==> config.mk <==
export PLATFORM = sky130hd
export DESIGN_NAME = apb_uart_fifo_flat
export DESIGN_NICKNAME = d
export VERILOG_FILES = /design/src/rtl/apb_uart_fifo_if.sv /design/src/rtl/apb_uart_fifo.sv /design/src/flat_wrapper.sv
export SDC_FILE = /design/constraint.sdc
export NUM_CORES = 1
export LEC_CHECK = 0
export ABC_AREA = 1
export CORE_MARGIN = 2
export CORE_UTILIZATION = 40
export DETAILED_ROUTE_END_ITERATION = 10
export GPL_TIMING_DRIVEN = 0
export PLACE_DENSITY = 0.61
export SLEW_MARGIN = 30
export SYNTH_ARGS = -nofsm -noshare
export SYNTH_HDL_FRONTEND = slang
export SYNTH_SLANG_ARGS = --single-unit
==> constraint.sdc <==
create_clock -name pclk -period 2.75 [get_ports pclk]
set_input_delay 0.4125 -clock pclk [delete_from_list [all_inputs] [get_ports pclk]]
set_output_delay 0.4125 -clock pclk [all_outputs]
set_load 0.02 [all_outputs]
==> src/rtl/apb_uart_fifo_if.sv <==
// APB slave bus bundle for the UART: zero-wait-state transfers with byte strobes
// and a slave error response.
interface apb_uart_fifo_if;
  logic [31:0] paddr;
  logic [31:0] pdata;
  logic [31:0] prdata;
  logic        psel;
  logic        penable;
  logic        pwrite;
  logic [3:0]  pstb;
  logic        pready;
  logic        perr;

  modport master (
    output paddr, pdata, psel, penable, pwrite, pstb,
    input  prdata, pready, perr
  );

  modport slave (
    input  paddr, pdata, psel, penable, pwrite, pstb,
    output prdata, pready, perr
  );
endinterface

==> src/rtl/apb_uart_fifo.sv <==
// APB UART: TX/RX circular FIFOs, runtime baud divisor with 16x oversampling,
// sticky overrun/framing flags and a registered level interrupt.
module apb_uart_fifo #(
  parameter int unsigned FIFO_DEPTH = 16,
  parameter int unsigned DATA_BITS  = 8,
  parameter logic [15:0] DIV_RESET  = 16'd53
) (
  input  logic           pclk,
  input  logic           preset,
  apb_uart_fifo_if.slave apb,
  input  logic           sRX,
  output logic           sTX,
  output logic           irq
);

  localparam int unsigned AW = $clog2(FIFO_DEPTH);
  localparam int unsigned PW = AW + 1;
  localparam int unsigned BW = 3;
  localparam logic [BW-1:0] LAST_BIT = BW'(DATA_BITS - 1);
  localparam logic [3:0] TC_LAST = 4'd15;
  localparam logic [3:0] TC_MID  = 4'd7;

  localparam logic [1:0] ST_IDLE  = 2'd0;
  localparam logic [1:0] ST_START = 2'd1;
  localparam logic [1:0] ST_DATA  = 2'd2;
  localparam logic [1:0] ST_STOP  = 2'd3;

  // FIFO storage and pointers
  logic [DATA_BITS-1:0] tx_mem [FIFO_DEPTH];
  logic [DATA_BITS-1:0] rx_mem [FIFO_DEPTH];
  logic [PW-1:0] tx_wr_q, tx_wr_d, tx_rd_q, tx_rd_d, tx_cnt_c;
  logic [PW-1:0] rx_wr_q, rx_wr_d, rx_rd_q, rx_rd_d, rx_cnt_c;
  logic tx_empty_c, tx_full_c, tx_push_c, tx_pop_c;
  logic rx_empty_c, rx_full_c, rx_push_c, rx_pop_c;
  logic [DATA_BITS-1:0] tx_head_c, rx_head_c;

  // Control/status registers
  logic [15:0] div_q, div_d, baud_q, baud_d;
  logic        div_wr_c, tick_c;
  logic        rx_ie_q, rx_ie_d, txe_ie_q, txe_ie_d, err_ie_q, err_ie_d;
  logic        ovr_q, ovr_d, ferr_q, ferr_d, irq_q, irq_d;
  logic        ovr_set_c, ferr_set_c, clr_ovr_c, clr_ferr_c;
  logic        xfer_c, perr_c, tx_idle_c;
  logic [31:0] prdata_c, status_c, ctrl_c;

  // Serial engines
  logic [1:0]           tx_st_q, tx_st_d, rx_st_q, rx_st_d;
  logic [3:0]           tx_tc_q, tx_tc_d, rx_tc_q, rx_tc_d;
  logic [BW-1:0]        tx_bc_q, tx_bc_d, rx_bc_q, rx_bc_d;
  logic [DATA_BITS-1:0] tx_sh_q, tx_sh_d, rx_sh_q, rx_sh_d;
  logic                 stx_q, stx_d, rx_s1_q, rx_s2_q;

  logic unused_ok;
  assign unused_ok = ^{apb.paddr[31:4], apb.paddr[1:0], apb.pdata[31:19], apb.pstb[3]};

  assign tx_cnt_c   = tx_wr_q - tx_rd_q;
  assign rx_cnt_c   = rx_wr_q - rx_rd_q;
  assign tx_empty_c = (tx_wr_q == tx_rd_q);
  assign rx_empty_c = (rx_wr_q == rx_rd_q);
  assign tx_full_c  = (tx_wr_q[AW] != tx_rd_q[AW]) && (tx_wr_q[AW-1:0] == tx_rd_q[AW-1:0]);
  assign rx_full_c  = (rx_wr_q[AW] != rx_rd_q[AW]) && (rx_wr_q[AW-1:0] == rx_rd_q[AW-1:0]);
  assign tx_head_c  = tx_mem[tx_rd_q[AW-1:0]];
  assign rx_head_c  = rx_mem[rx_rd_q[AW-1:0]];
  assign tx_wr_d    = tx_wr_q + PW'(tx_push_c);
  assign tx_rd_d    = tx_rd_q + PW'(tx_pop_c);
  assign rx_wr_d    = rx_wr_q + PW'(rx_push_c);
  assign rx_rd_d    = rx_rd_q + PW'(rx_pop_c);

  assign tx_idle_c = tx_empty_c && (tx_st_q == ST_IDLE);
  assign status_c  = {8'h00, 8'(tx_cnt_c), 8'(rx_cnt_c), 2'b00, ferr_q, ovr_q,
                      rx_full_c, tx_idle_c, tx_full_c, ~rx_empty_c};
  assign ctrl_c    = {13'd0, err_ie_q, txe_ie_q, rx_ie_q, div_q};

  assign xfer_c     = apb.psel & apb.penable;
  assign apb.pready = xfer_c;
  assign apb.perr   = perr_c;
  assign apb.prdata = prdata_c;
  assign sTX        = stx_q;
  assign irq        = irq_q;

  // Register decode; reads are combinational from registers and FIFO heads
  always_comb begin
    prdata_c   = '0;
    perr_c     = 1'b0;
    tx_push_c  = 1'b0;
    rx_pop_c   = 1'b0;
    div_d      = div_q;
    div_wr_c   = 1'b0;
    rx_ie_d    = rx_ie_q;
    txe_ie_d   = txe_ie_q;
    err_ie_d   = err_ie_q;
    clr_ovr_c  = 1'b0;
    clr_ferr_c = 1'b0;
    if (xfer_c) begin
      case (apb.paddr[3:2])
        2'd0: begin
          if (apb.pwrite) begin
            if (apb.pstb[0]) begin
              if (tx_full_c) perr_c = 1'b1;
              else           tx_push_c = 1'b1;
            end
          end else if (rx_empty_c) begin
            perr_c = 1'b1;
          end else begin
            rx_pop_c = 1'b1;
            prdata_c = 32'(rx_head_c);
          end
        end
        2'd1: begin
          if (apb.pwrite) begin
            if (apb.pstb[0]) begin
              clr_ovr_c  = apb.pdata[4];
              clr_ferr_c = apb.pdata[5];
            end
          end else begin
            prdata_c = status_c;
          end
        end
        2'd2: begin
          if (apb.pwrite) begin
            if (apb.pstb[0]) begin
              div_d[7:0] = apb.pdata[7:0];
              div_wr_c   = 1'b1;
            end
            if (apb.pstb[1]) begin
              div_d[15:8] = apb.pdata[15:8];
              div_wr_c    = 1'b1;
            end
            if (apb.pstb[2]) begin
              rx_ie_d  = apb.pdata[16];
              txe_ie_d = apb.pdata[17];
              err_ie_d = apb.pdata[18];
            end
          end else begin
            prdata_c = ctrl_c;
          end
        end
        default: perr_c = 1'b1;
      endcase
    end
  end

  // Baud tick every DIV+1 cycles; a divisor write restarts the period
  always_comb begin
    tick_c = (baud_q == 16'd0);
    if (div_wr_c)    baud_d = div_d;
    else if (tick_c) baud_d = div_q;
    else             baud_d = baud_q - 16'd1;
  end

  // TX frame sequencer: each state spans 16 ticks, stop chains straight into start
  always_comb begin
    tx_st_d  = tx_st_q;
    tx_tc_d  = tx_tc_q;
    tx_bc_d  = tx_bc_q;
    tx_sh_d  = tx_sh_q;
    stx_d    = stx_q;
    tx_pop_c = 1'b0;
    if (tick_c) begin
      case (tx_st_q)
        ST_IDLE: begin
          if (!tx_empty_c) begin
            tx_pop_c = 1'b1;
            tx_sh_d  = tx_head_c;
            tx_tc_d  = 4'd0;
            tx_st_d  = ST_START;
            stx_d    = 1'b0;
          end
        end
        ST_START: begin
          tx_tc_d = tx_tc_q + 4'd1;
          if (tx_tc_q == TC_LAST) begin
            tx_st_d = ST_DATA;
            tx_bc_d = '0;
            stx_d   = tx_sh_q[0];
          end
        end
        ST_DATA: begin
          tx_tc_d = tx_tc_q + 4'd1;
          if (tx_tc_q == TC_LAST) begin
            if (tx_bc_q == LAST_BIT) begin
              tx_st_d = ST_STOP;
              stx_d   = 1'b1;
            end else begin
              tx_bc_d = tx_bc_q + 3'd1;
              tx_sh_d = tx_sh_q >> 1;
              stx_d   = tx_sh_q[1];
            end
          end
        end
        default: begin
          tx_tc_d = tx_tc_q + 4'd1;
          if (tx_tc_q == TC_LAST) begin
            if (!tx_empty_c) begin
              tx_pop_c = 1'b1;
              tx_sh_d  = tx_head_c;
              tx_st_d  = ST_START;
              stx_d    = 1'b0;
            end else begin
              tx_st_d = ST_IDLE;
              stx_d   = 1'b1;
            end
          end
        end
      endcase
    end
  end

  // RX sampler: start validated mid-bit, then one sample per 16 ticks
  always_comb begin
    rx_st_d    = rx_st_q;
    rx_tc_d    = rx_tc_q;
    rx_bc_d    = rx_bc_q;
    rx_sh_d    = rx_sh_q;
    rx_push_c  = 1'b0;
    ovr_set_c  = 1'b0;
    ferr_set_c = 1'b0;
    if (tick_c) begin
      case (rx_st_q)
        ST_IDLE: begin
          if (!rx_s2_q) begin
            rx_st_d = ST_START;
            rx_tc_d = 4'd0;
          end
        end
        ST_START: begin
          if (rx_tc_q == TC_MID) begin
            if (rx_s2_q) begin
              rx_st_d = ST_IDLE;
            end else begin
              rx_st_d = ST_DATA;
              rx_tc_d = 4'd0;
              rx_bc_d = '0;
            end
          end else begin
            rx_tc_d = rx_tc_q + 4'd1;
          end
        end
        ST_DATA: begin
          if (rx_tc_q == TC_LAST) begin
            rx_sh_d = {rx_s2_q, rx_sh_q[DATA_BITS-1:1]};
            rx_tc_d = 4'd0;
            if (rx_bc_q == LAST_BIT) rx_st_d = ST_STOP;
            else                     rx_bc_d = rx_bc_q + 3'd1;
          end else begin
            rx_tc_d = rx_tc_q + 4'd1;
          end
        end
        default: begin
          if (rx_tc_q == TC_LAST) begin
            ferr_set_c = ~rx_s2_q;
            if (rx_full_c) ovr_set_c = 1'b1;
            else           rx_push_c = 1'b1;
            rx_st_d = ST_IDLE;
          end else begin
            rx_tc_d = rx_tc_q + 4'd1;
          end
        end
      endcase
    end
  end

  // New error events take priority over a same-cycle W1C
  always_comb begin
    ovr_d  = ovr_set_c | (ovr_q & ~clr_ovr_c);
    ferr_d = ferr_set_c | (ferr_q & ~clr_ferr_c);
    irq_d  = (rx_ie_q & ~rx_empty_c) | (txe_ie_q & tx_empty_c) | (err_ie_q & (ovr_q | ferr_q));
  end

  always_ff @(posedge pclk) begin
    if (tx_push_c) tx_mem[tx_wr_q[AW-1:0]] <= apb.pdata[DATA_BITS-1:0];
    if (rx_push_c) rx_mem[rx_wr_q[AW-1:0]] <= rx_sh_q;
  end

  always_ff @(posedge pclk or posedge preset) begin
    if (preset) begin
      tx_wr_q  <= '0;
      tx_rd_q  <= '0;
      rx_wr_q  <= '0;
      rx_rd_q  <= '0;
      div_q    <= DIV_RESET;
      baud_q   <= DIV_RESET;
      rx_ie_q  <= 1'b0;
      txe_ie_q <= 1'b0;
      err_ie_q <= 1'b0;
      ovr_q    <= 1'b0;
      ferr_q   <= 1'b0;
      irq_q    <= 1'b0;
      tx_st_q  <= ST_IDLE;
      tx_tc_q  <= '0;
      tx_bc_q  <= '0;
      tx_sh_q  <= '0;
      stx_q    <= 1'b1;
      rx_st_q  <= ST_IDLE;
      rx_tc_q  <= '0;
      rx_bc_q  <= '0;
      rx_sh_q  <= '0;
      rx_s1_q  <= 1'b1;
      rx_s2_q  <= 1'b1;
    end else begin
      tx_wr_q  <= tx_wr_d;
      tx_rd_q  <= tx_rd_d;
      rx_wr_q  <= rx_wr_d;
      rx_rd_q  <= rx_rd_d;
      div_q    <= div_d;
      baud_q   <= baud_d;
      rx_ie_q  <= rx_ie_d;
      txe_ie_q <= txe_ie_d;
      err_ie_q <= err_ie_d;
      ovr_q    <= ovr_d;
      ferr_q   <= ferr_d;
      irq_q    <= irq_d;
      tx_st_q  <= tx_st_d;
      tx_tc_q  <= tx_tc_d;
      tx_bc_q  <= tx_bc_d;
      tx_sh_q  <= tx_sh_d;
      stx_q    <= stx_d;
      rx_st_q  <= rx_st_d;
      rx_tc_q  <= rx_tc_d;
      rx_bc_q  <= rx_bc_d;
      rx_sh_q  <= rx_sh_d;
      rx_s1_q  <= sRX;
      rx_s2_q  <= rx_s1_q;
    end
  end

endmodule

==> src/flat_wrapper.sv <==
// flat-port wrapper written by rule: the top's interface ports become plain ports
module apb_uart_fifo_flat 
#(
  parameter int unsigned FIFO_DEPTH = 16,
  parameter int unsigned DATA_BITS  = 8,
  parameter logic [15:0] DIV_RESET  = 16'd53
)
  (pclk, preset, sRX, sTX, irq, apb_paddr, apb_pdata, apb_psel, apb_penable, apb_pwrite, apb_pstb, apb_prdata, apb_pready, apb_perr);
  apb_uart_fifo_if apb_i ();
  input  logic pclk;
  input  logic preset;
  input  logic sRX;
  output logic sTX;
  output logic irq;
  input wire logic [$bits(apb_i.paddr)-1:0] apb_paddr;
  input wire logic [$bits(apb_i.pdata)-1:0] apb_pdata;
  input wire logic [$bits(apb_i.psel)-1:0] apb_psel;
  input wire logic [$bits(apb_i.penable)-1:0] apb_penable;
  input wire logic [$bits(apb_i.pwrite)-1:0] apb_pwrite;
  input wire logic [$bits(apb_i.pstb)-1:0] apb_pstb;
  output wire logic [$bits(apb_i.prdata)-1:0] apb_prdata;
  output wire logic [$bits(apb_i.pready)-1:0] apb_pready;
  output wire logic [$bits(apb_i.perr)-1:0] apb_perr;
  assign apb_i.paddr = apb_paddr;
  assign apb_i.pdata = apb_pdata;
  assign apb_i.psel = apb_psel;
  assign apb_i.penable = apb_penable;
  assign apb_i.pwrite = apb_pwrite;
  assign apb_i.pstb = apb_pstb;
  assign apb_prdata = apb_i.prdata;
  assign apb_pready = apb_i.pready;
  assign apb_perr = apb_i.perr;
  apb_uart_fifo #(.FIFO_DEPTH(FIFO_DEPTH), .DATA_BITS(DATA_BITS), .DIV_RESET(DIV_RESET)) u_core (.pclk(pclk), .preset(preset), .apb(apb_i), .sRX(sRX), .sTX(sTX), .irq(irq));
endmodule
# Word-level counts from Yosys, hierarchy flattened

Memories as Yosys holds them, arrays and structs flattened.
Cells that the tools add are included.

Flip-flop bits (word level): 95
Bits in latches: 0
RAM bits: 256
ROM bits: 0
Bits of input ports: 74
Output and inout port bits: 36
Logic and storage cells: 207
Memories: 2

Memories:

| name          | depth | bits a word | read ports | clocked after memory_dff | wr ports | RTL line            | text |
|---|---|---|---|---|---|---|---|
| u_core.rx_mem | 16    | 8           | 1          | 0                        | 1        | apb_uart_fifo.sv:30 | `logic [DATA_BITS-1:0] rx_mem [FIFO_DEPTH];` |
| u_core.tx_mem | 16    | 8           | 1          | 0                        | 1        | apb_uart_fifo.sv:29 | `logic [DATA_BITS-1:0] tx_mem [FIFO_DEPTH];` |

$add $sub $neg: 11
Multipliers: 0
Divide/modulo/power cells: 0
Magnitude comparators: 0
Eq/ne operators: 29
Shifts and indexed selects: 0
Mux-type cells: 102
Bitwise operators: 16
Reduce and logical (&&, ||, !) cells: 24

Operators with widths:

| cell                  | number |
|---|---|
| $pmux 32 s3           | 1 |
| $mux 16               | 5 |
| $mux 32               | 2 |
| $mux 8                | 7 |
| $mux 1                | 52 |
| $mux 4                | 6 |
| $pmux 8 s3            | 1 |
| $mux 2                | 11 |
| $mux 21               | 1 |
| $mux 3                | 7 |
| $add 5x1->5           | 4 |
| $mux 19               | 1 |
| $reduce_and 6->1      | 3 |
| $logic_not 16->1      | 1 |
| $sub 16x1->16 const B | 1 |
| $reduce_and 5->1      | 3 |
| $ne 2x1->1 const B    | 6 |
| $pmux 2 s3            | 2 |
| $pmux 3 s2            | 2 |
| $pmux 4 s3            | 1 |
| $eq 5x5->1            | 2 |
| $ne 2x2->1 const B    | 5 |
| $sub 5x5->5           | 2 |
| $add 4x1->4 const B   | 2 |
| other kinds (23)      | 54 |

# Logic depth before layout (Yosys ltp)

Gate-level depths: netlist (run 1).

Depth in word-level cells: 9
Depth in mapped cells: 14
Mapped depth without buffers: 13

# Worst setup path before layout (run 1)

No wires, ideal clock.

Path type: flip-flop to flip-flop
From: reg u_core.tx_rd_q[1]
To: mem u_core.tx_mem[2][0], enable pin
Library setup time: 0.370 ns
Data arrival time: 2.112 ns
Data required time: 2.380 ns
Setup slack: 0.268 ns
Stages on the path, launching flop included: 12
Buffers on the path: 3
Clock period less this slack: 2.482 ns
Cell sequence: dfrtp_1 buf_2 inv_1 buf_2 ha_1 nand2_1 nor2_1 nand2_1 and3_1 clkbuf_1 nand3_1 nor2_1

Longest elaborated chain between the ends: 9

RTL lines:

| item                         | RTL line             | text |
|---|---|---|
| start, declared              | apb_uart_fifo.sv:31  | `logic [PW-1:0] tx_wr_q, tx_wr_d, tx_rd_q, tx_rd_d, tx_cnt_c;` |
| start signal, assigned       | apb_uart_fifo.sv:302 | `tx_rd_q <= tx_rd_d;` |
| $eq 4x4->1                   | apb_uart_fifo.sv:60  | `assign tx_full_c = (tx_wr_q[AW] != tx_rd_q[AW]) && (tx_wr_q[AW-1:0] == tx_rd_q[AW-1:0]);` |
| $logic_and 1x1->1            | apb_uart_fifo.sv:60  |  |
| $mux 1                       | apb_uart_fifo.sv:99  | `if (tx_full_c) perr_c = 1'b1;` |
| $mux 1                       | apb_uart_fifo.sv:98  | `if (apb.pstb[0]) begin` |
| $mux 1                       | apb_uart_fifo.sv:97  | `if (apb.pwrite) begin` |
| $mux 1                       | apb_uart_fifo.sv:95  | `case (apb.paddr[3:2])` |
| $mux 1                       | apb_uart_fifo.sv:94  | `if (xfer_c) begin` |
| $mux 1                       | apb_uart_fifo.sv:271 | `if (tx_push_c) tx_mem[tx_wr_q[AW-1:0]] <= apb.pdata[DATA_BITS-1:0];` |
| $mux 1 (not written as such) | apb_uart_fifo.sv:271 |  |
| end, declared                | apb_uart_fifo.sv:29  |  |

Every way passes these cells.

# Final worst setup path (run 1)

From: reg u_core.rx_rd_q[0]
To: out apb_prdata[12]

Longest elaborated chain between the ends: 4

RTL lines:

| item                   | RTL line             | text |
|---|---|---|
| start, declared        | apb_uart_fifo.sv:32  | `logic [PW-1:0] rx_wr_q, rx_wr_d, rx_rd_q, rx_rd_d, rx_cnt_c;` |
| start signal, assigned | apb_uart_fifo.sv:304 | `rx_rd_q <= rx_rd_d;` |
| $sub 5x5->5            | apb_uart_fifo.sv:57  | `assign rx_cnt_c = rx_wr_q - rx_rd_q;` |
| $mux 21                | apb_uart_fifo.sv:110 | `if (apb.pwrite) begin` |
| $pmux 32 s3            | apb_uart_fifo.sv:95  |  |
| $mux 32                | apb_uart_fifo.sv:94  |  |
| end, declared          | flat_wrapper.sv:21   | `output wire logic [$bits(apb_i.prdata)-1:0] apb_prdata;` |

Every way passes these cells.

==> flow_summary_export.csv, run 1 <==
group,metric,value,unit
yosys,synthMuxAreaShare,0.207,%
yosys,synthTopCellsByArea,"edfxtp_1, dfrtp_1, nand2_1",
route,drt-initial-drc-count,938,
clock_tree,insertion_delay,0.55,ns
critical_path,cp_data_arrival_time,2.57,ns
critical_path,cp_num_buf_inv,2,
yosys,synth-edff-count,256,
sta,skew,0.0110,ns
yosys,synth-xor-area-share,1.61,%
hold_path,worstHoldPathType,"input pin to async pin",
critical_path,setup.worst_path.end_class,"output port",
power,p_leak,0.00818,uW
global_route,use_met1,27.1,%
floorplan,chipHeight,206,um
global_route,grt_pass1_vias,12000,
route,wl,43.0,mm
critical_path,cpMostUsedCell,"nor2_1",
yosys,yosys.area.top_type,"edfxtp_1",
finish,finalNetCount,1912,
sta,fin_ws,-0.228,ns
yosys,synth_top_family_by_area,"simple AND/OR/NAND/NOR gates",
global_route,antenna_found_initial,0,
route,first_pass_iters,5,
yosys,ys_seq_area_share,61.8,%
finish,drive_gt1_share,20.5,%
critical_path,critPathTopFamily,"adder cells",
yosys,syn-cell-area,0.0163,mm2
route,via_count,12100,
finish,insertedDiodeCount,0,
route,wire_per_inst,18.3,um
yosys,synth_warnings,0,
critical_path,path_cells,"ha_4, inv_2, fa_2, a21oi_2, nor2_1, nor2_1, xor2_1, o21ai_2, buf_6",
sta,post-route-period-util,108,%
placed_design,post-dp-hpwl,28.5,mm
yosys,synth_flop_cell,"edfxtp_1",
floorplan,die_area,0.0424,mm2
global_route,use_met2,33.1,%
sta,setup-violations-final,7,
floorplan,num_io_pins,110,
run_status,violations,"negative setup slack",
yosys,synth_compound_area_share,7.66,%
yosys,syn_inst,1654,
run_status,status,"complete, but fails checks",
floorplan,die_x,206,um
sta,hold_viol_final,0,
critical_path,start_kind,"flip-flop",
critical_path,slowest_delay,0.49,ns
sta,rsz0062_at_grt,"true",
critical_path,cp_max_fo,5,
floorplan,core.rowCount,73,
critical_path,critPathSlowestCell,"dfrtp_2",
global_route,grt_max_degree,30,
finish,area_growth,24.0,%
route,ant_nets,0,
power,p_per_area,720,mW/mm2
sta,worst_pin_slew,0.881,ns
clock_tree,numClockSinks,351,
finish,final_core_util,50.5,%
yosys,synth_fa_ha_area_share,3.01,%
critical_path,path_class,"flip-flop to output port",
clock_tree,cts.reportedPaths.clkPinSlew,0.06,ns
global_route,track_usage,20.4,%
sta,fin_crit,2.98,ns
yosys,synthArstFlopShare,27.1,%
placed_design,portBuffers,54,
global_route,overflow,0,
sta,finalSetupTns,-0.776,ns
yosys,synth_cell_types,47,
yosys,ys_ff_latch,351,
clock_tree,cts_max_path_buffers,3,
clock_tree,htreeDepth,2,
clock_tree,cts_inserted_buffers,39,
power,ir_drop,0.538,mV
global_route,grt_pass1_wl,66.0,mm
placed_design,gp_congestion,0.865,
sta,max_freq,0.336,GHz
yosys,syn_avg_cell_area,9.86,um2
critical_path,cp_data_required_time,2.34,ns
sta,max-slew-margin-rel,41.1,%
floorplan,core_area,0.0400,mm2
route,viasPerCell,5.13,
yosys,synth_top_area_share,47.1,%
yosys,synthSimpleGateAreaFrac,19.7,%
global_route,use_met3,2.87,%
sta,slew_violations,0,
route,drc,0,
clock_tree,cts_tree,"built",
sta,timing.hold.ws,0.223,ns
global_route,busiest_layer,"met2",
run,maxCapViolations,0,
clock_tree,cts_root_buffer,"clkbuf_16",
floorplan,initial_core_util,40.8,%
==> through the flow <==
step                      power, uW  instance area [um2]  cells  worst slack, ns
after global routing          15200                20200   2355           -0.272
after floorplan                7740                16400   1664            0.268
after CTS                     14100                19600   2342           -0.219
after detailed placement       8490                17600   2246            -1.03
after global placement         8450                17600   2243           -0.954
final                         14600                20200   2355           -0.228
==> routing by layer <==
layer / up-vias / part of all wire (%)
met4: 0 / 4.2
met5: - / 0
met1: 5847 / 43
met2: 341 / 47
li1: 5797 / -
met3: 100 / 5.3
==> cells by family after synthesis <==
kind of cell	after synthesis
and+or+nand+nor	765
adders and majority gates	38
AOI/OAI and AO/OA	228
other	1
muxes	3
xor gates and xnor gates	30
DFF	351
buffers and inverters	238
==> placed cells by master (no fill, tap or decap), types with 5 or more instances in the layout <==
cell	n
a21oi_1	26
a21oi_2	8
buf_12	8
buf_2	15
buf_4	46
buf_6	21
buf_8	7
clkbuf_1	20
clkbuf_16	45
clkdlybuf4s50_1	29
clkinv_1	16
clkinv_2	5
clkinvlp_4	6
conb_1	11
dfrtp_1	80
dfstp_2	11
dlygate4sd2_1	5
edfxtp_1	256
ha_1	28
ha_4	6
inv_1	144
inv_2	14
nand2_1	356
nand2_2	35
nand2_4	5
nand3_1	95
nand3_2	22
nor2_1	175
nor2_2	11
nor2_4	42
o211ai_1	19
o21ai_0	108
o21ai_1	30
o21ai_2	15
o22ai_1	8
or2_2	7
xnor2_1	15
xor2_1	15
==> sequential cells by signal, summed over array words and instances (netlist names), 2 cells and up <==
| register | flops |
|---|---|
| u_core.baud_q | 16 |
| u_core.div_q | 16 |
| u_core.rx_bc_q | 3 |
| u_core.rx_mem | 128 |
| u_core.rx_rd_q | 5 |
| u_core.rx_sh_q | 8 |
| u_core.rx_st_q | 2 |
| u_core.rx_tc_q | 4 |
| u_core.rx_wr_q | 5 |
| u_core.tx_bc_q | 3 |
| u_core.tx_mem | 128 |
| u_core.tx_rd_q | 5 |
| u_core.tx_sh_q | 8 |
| u_core.tx_st_q | 2 |
| u_core.tx_tc_q | 4 |
| u_core.tx_wr_q | 5 |
==> worst paths after layout <==
kind / cells past startpoint / to / from / slack (ns)
min reg2reg: 0 / u_core.rx_s2_q / u_core.rx_s1_q / 0.36
min in group pclk: 1 / u_core.rx_s1_q / sRX / 0.29
max reg2reg: 10 / u_core.tx_mem[11][1] / u_core.tx_rd_q[1] / 0.04
max: 9 / apb_prdata[12] / u_core.rx_rd_q[0] / -0.23
min: 2 / u_core.tx_sh_q[1] / preset / 0.22
max in group asynchronous: 5 / u_core.rx_s1_q / preset / 1.53
==> power by group <==
group          leakage (uW)  internal, uW  switching [uW]
clock network      0.000597          2990            2120
logic               0.00435          1420            1920
registers           0.00323          5900             216
==> cell usage after synthesis, types with 4 or more instances <==
cell type / count
buf_2: 21
a21oi_1: 37
buf_1: 7
o21ai_1: 18
nand4_2: 5
inv_2: 8
xnor2_1: 15
nand2_2: 9
buf_4: 12
clkbuf_1: 25
ha_1: 36
clkinv_1: 4
or2_2: 7
dfrtp_1: 84
inv_1: 159
o21ai_0: 128
o21ai_2: 8
nand3_1: 117
o211ai_1: 19
dfstp_2: 11
edfxtp_1: 256
nor2_4: 5
xor2_1: 15
nor2_1: 222
nand2_1: 387
o22ai_1: 10
==> area by class of cell <==
| cell class | instances | area (um2) |
|---|---|---|
| clock buffer | 47 | 1050 |
| inverter | 172 | 694 |
| multi-input combinational | 1075 | 6030 |
| sequential | 351 | 10100 |
| timing repair inverter | 1 | 8.76 |
| tap | 525 | 657 |
| timing repair buffer | 98 | 1000 |
| clock inverter | 24 | 186 |
| buffer | 62 | 509 |
| fill | 3621 | 19800 |
==> timing repair <==
| action | CTS | global route |
|---|---|---|
| gates resized for setup | 261 | 155 |
| hold endpoints to repair | 0 | 0 |
| endpoints found under the setup margin | 284 | 278 |
| cloned | 1 | 4 |
| hold buffers | 0 | 0 |
| pin swaps | 32 | 36 |
| buffers inserted | 25 | 12 |
Note: power is estimated with default switching activity, not from simulation.
==> run 2, diff against run 1 <==
MAX_ROUTING_LAYER = met4   (was default)
TNS_END_PERCENT = 100   (was default)
==> flow_summary_export.csv, run 2 (synthesis results as in run 1) <==
group,metric,value,unit
route,first_pass_iters,5,
sta,fin_crit,2.94,ns
finish,final_cell_mix,"nand2_1, edfxtp_1, nor2_1",
clock_tree,cts_inserted_buffers,39,
sta,fin_ws,-0.195,ns
power,p_per_area,731,mW/mm2
critical_path,reg2reg_from,"u_core.tx_rd_q[1]",
sta,post-route-period-util,107,%
sta,worst_pin_slew,0.874,ns
global_route,grt_pass1_wl,66.0,mm
finish,insertedDiodeCount,0,
critical_path,critPathTopFamily,"buffers and inverters",
finish,area_growth,25.3,%
floorplan,core_area,0.0400,mm2
critical_path,reg2reg_to,"u_core.tx_mem[11][1]",
clock_tree,htreeDepth,2,
placed_design,post-place-ws,-1.03,ns
sta,setup-violations-final,16,
floorplan,die_area,0.0424,mm2
power,p_seq_share,40.9,%
critical_path,slowest_delay,0.36,ns
global_route,grt_max_degree,30,
placed_design,gp_congestion,0.881,
critical_path,crit_cells,13,
placed_design,post-dp-hpwl,28.5,mm
global_route,grt_pass1_vias,12000,
power,p_sw_share,29.5,%
critical_path,cp_max_fo,3,
run_status,status,"complete, but fails checks",
critical_path,critPathLaunch,"u_core.tx_rd_q[1]",
global_route,overflow,0,
floorplan,die_x,206,um
critical_path,critPathCapture,"apb_prdata[2]",
clock_tree,numClockSinks,351,
critical_path,path_class,"flip-flop to output port",
run_status,violations,"negative setup slack",
route,viasPerCell,5.17,
sta,slew_violations,0,
critical_path,cp_data_required_time,2.34,ns
sta,rsz0062_at_grt,"true",
power,p_switching,4400,uW
placed_design,place_inst,2246,
critical_path,cp_data_arrival_time,2.53,ns
critical_path,reg2reg_depth,11,
route,wire_per_inst,18.4,um
placed_design,portBuffers,54,
critical_path,path_cells,"buf_6, clkinvlp_4, buf_8, ha_4, nand2_4, nor2_4, inv_2, nor2_4, nand2_2, nor2_2, a21oi_2, a21oi_2, buf_6",
critical_path,cp_num_buf_inv,5,
clock_tree,cts_hold_buf,0,
clock_tree,cts_max_path_buffers,3,
floorplan,initial_core_util,40.8,%
clock_tree,cts_tree,"built",
finish,fin_cells,2364,
sta,max_freq,0.340,GHz
hold_path,worstHoldPathType,"input pin to async pin",
route,wl,43.6,mm
power,ir_drop,0.625,mV
global_route,antenna_found_initial,0,
critical_path,setup.worst_path.end_class,"output port",
global_route,track_usage,21.0,%
power,combPwrFrac,24.8,%
sta,hold_viol_final,0,
finish,layout.cells.most_common,"nand2_1",
clock_tree,cts_root_buffer,"clkbuf_16",
run,maxCapViolations,0,
sta,skew,0.0143,ns
floorplan,num_io_pins,110,
finish,finalNetCount,1921,
power,p_int,10500,uW
clock_tree,cts.reportedPaths.clkPinSlew,0.06,ns
power,clkPwrFrac,34.3,%
power,p_leak,0.00828,uW
critical_path,critPathSlowestCell,"dfrtp_1",
floorplan,core.rowCount,73,
finish,drive_gt1_share,21.3,%
floorplan,chipHeight,206,um
route,via_count,12200,
clock_tree,insertion_delay,0.56,ns
route,drt-initial-drc-count,1004,
sta,max-slew-margin-rel,41.6,%
critical_path,start_kind,"flip-flop",
critical_path,ff2ff_setup_slack,-0.01,ns
route,ant_nets,0,
route,drc,0,
==> run 2: stage by stage <==
| stage | utilization, % | cell area, um2 | power, uW | TNS [ns] | hold slack [ns] |
|---|---|---|---|---|---|
| after global placement | 43.9 | 17600 | 8450 | -92.59 | 0.346 |
| after detailed placement | 44.0 | 17600 | 8490 | -110.73 | 0.353 |
| final | 51.1 | 20400 | 14900 | -0.795 | 0.224 |
| after global routing | 51.1 | 20400 | 15500 | -9.85 | 0.245 |
| after floorplan | - | 16400 | 7740 | 0 | 0.345 |
| after CTS | 48.9 | 19600 | 14100 | -4.77 | 0.221 |
==> run 2: final cells by class <==
cell class | count | area [um2]
Sequential cell | 351 | 10100
Timing Repair Buffer | 104 | 1150
Clock buffer | 47 | 1050
Clock inverter | 24 | 186
Tap cell | 525 | 657
Inverter | 172 | 694
Multi-Input combinational cell | 1075 | 6080
Timing Repair inverter | 2 | 17.5
Fill cell | 3582 | 19600
Buffer | 64 | 528
==> run 2: routing by layer <==
| metal | vias up | share of wire (%) | GRT usage, % |
|---|---|---|---|
| li1 | 5817 | - | - |
| met1 | 5885 | 43 | 27.1 |
| met2 | 399 | 47 | 33.2 |
| met3 | 113 | 5.2 | 2.78 |
| met4 | 0 | 4.3 | 9.49 |
| met5 | - | 0 | - |
==> run 2: worst reg2reg max path, cell delays in order (launching register included) <==
cell        delay [ns]
dfrtp_1           0.36
buf_6             0.13
clkinvlp_4        0.10
buf_8             0.14
ha_4              0.25
nand2_4           0.06
nor2_4            0.04
nand2_2           0.10
and3_1            0.16
clkbuf_1          0.24
nand3_1           0.42
nor2_4            0.41
==> run 2: how the worst min path moves through the flow <==
stage / startpoint / end / slack (ns) / depth (start not counted)
final: preset / u_core.tx_sh_q[2] / 0.22 / 2
after CTS: preset / u_core.tx_sh_q[2] / 0.22 / 2
after global routing: preset / u_core.tx_sh_q[2] / 0.24 / 2
after global placement: u_core.rx_s1_q / u_core.rx_s2_q / 0.35 / 0
after detailed placement: u_core.rx_s1_q / u_core.rx_s2_q / 0.35 / 0
after floorplan: u_core.rx_s1_q / u_core.rx_s2_q / 0.35 / 0
==> run 2: power groups by stage <==
stage          Sequential (uW)  Combinational, uW  Clock, uW
4_1_cts                   6080               2810       5200
3_5_place_dp              6190               2310          0
3_3_place_gp              6190               2270          0
2_1_floorplan             6140               1600          0
5_1_grt                   6140               4000       5400
6_report                  6110               3710       5120
==> run 2: timing repair <==
item                                   4_1_cts  5_1_grt
gates resized for setup                    261      180
setup endpoints to repair                  284      277
cloned                                       1        9
endpoints found under the hold margin        0        0
pin swaps                                   32       52
buffers inserted                            25       14
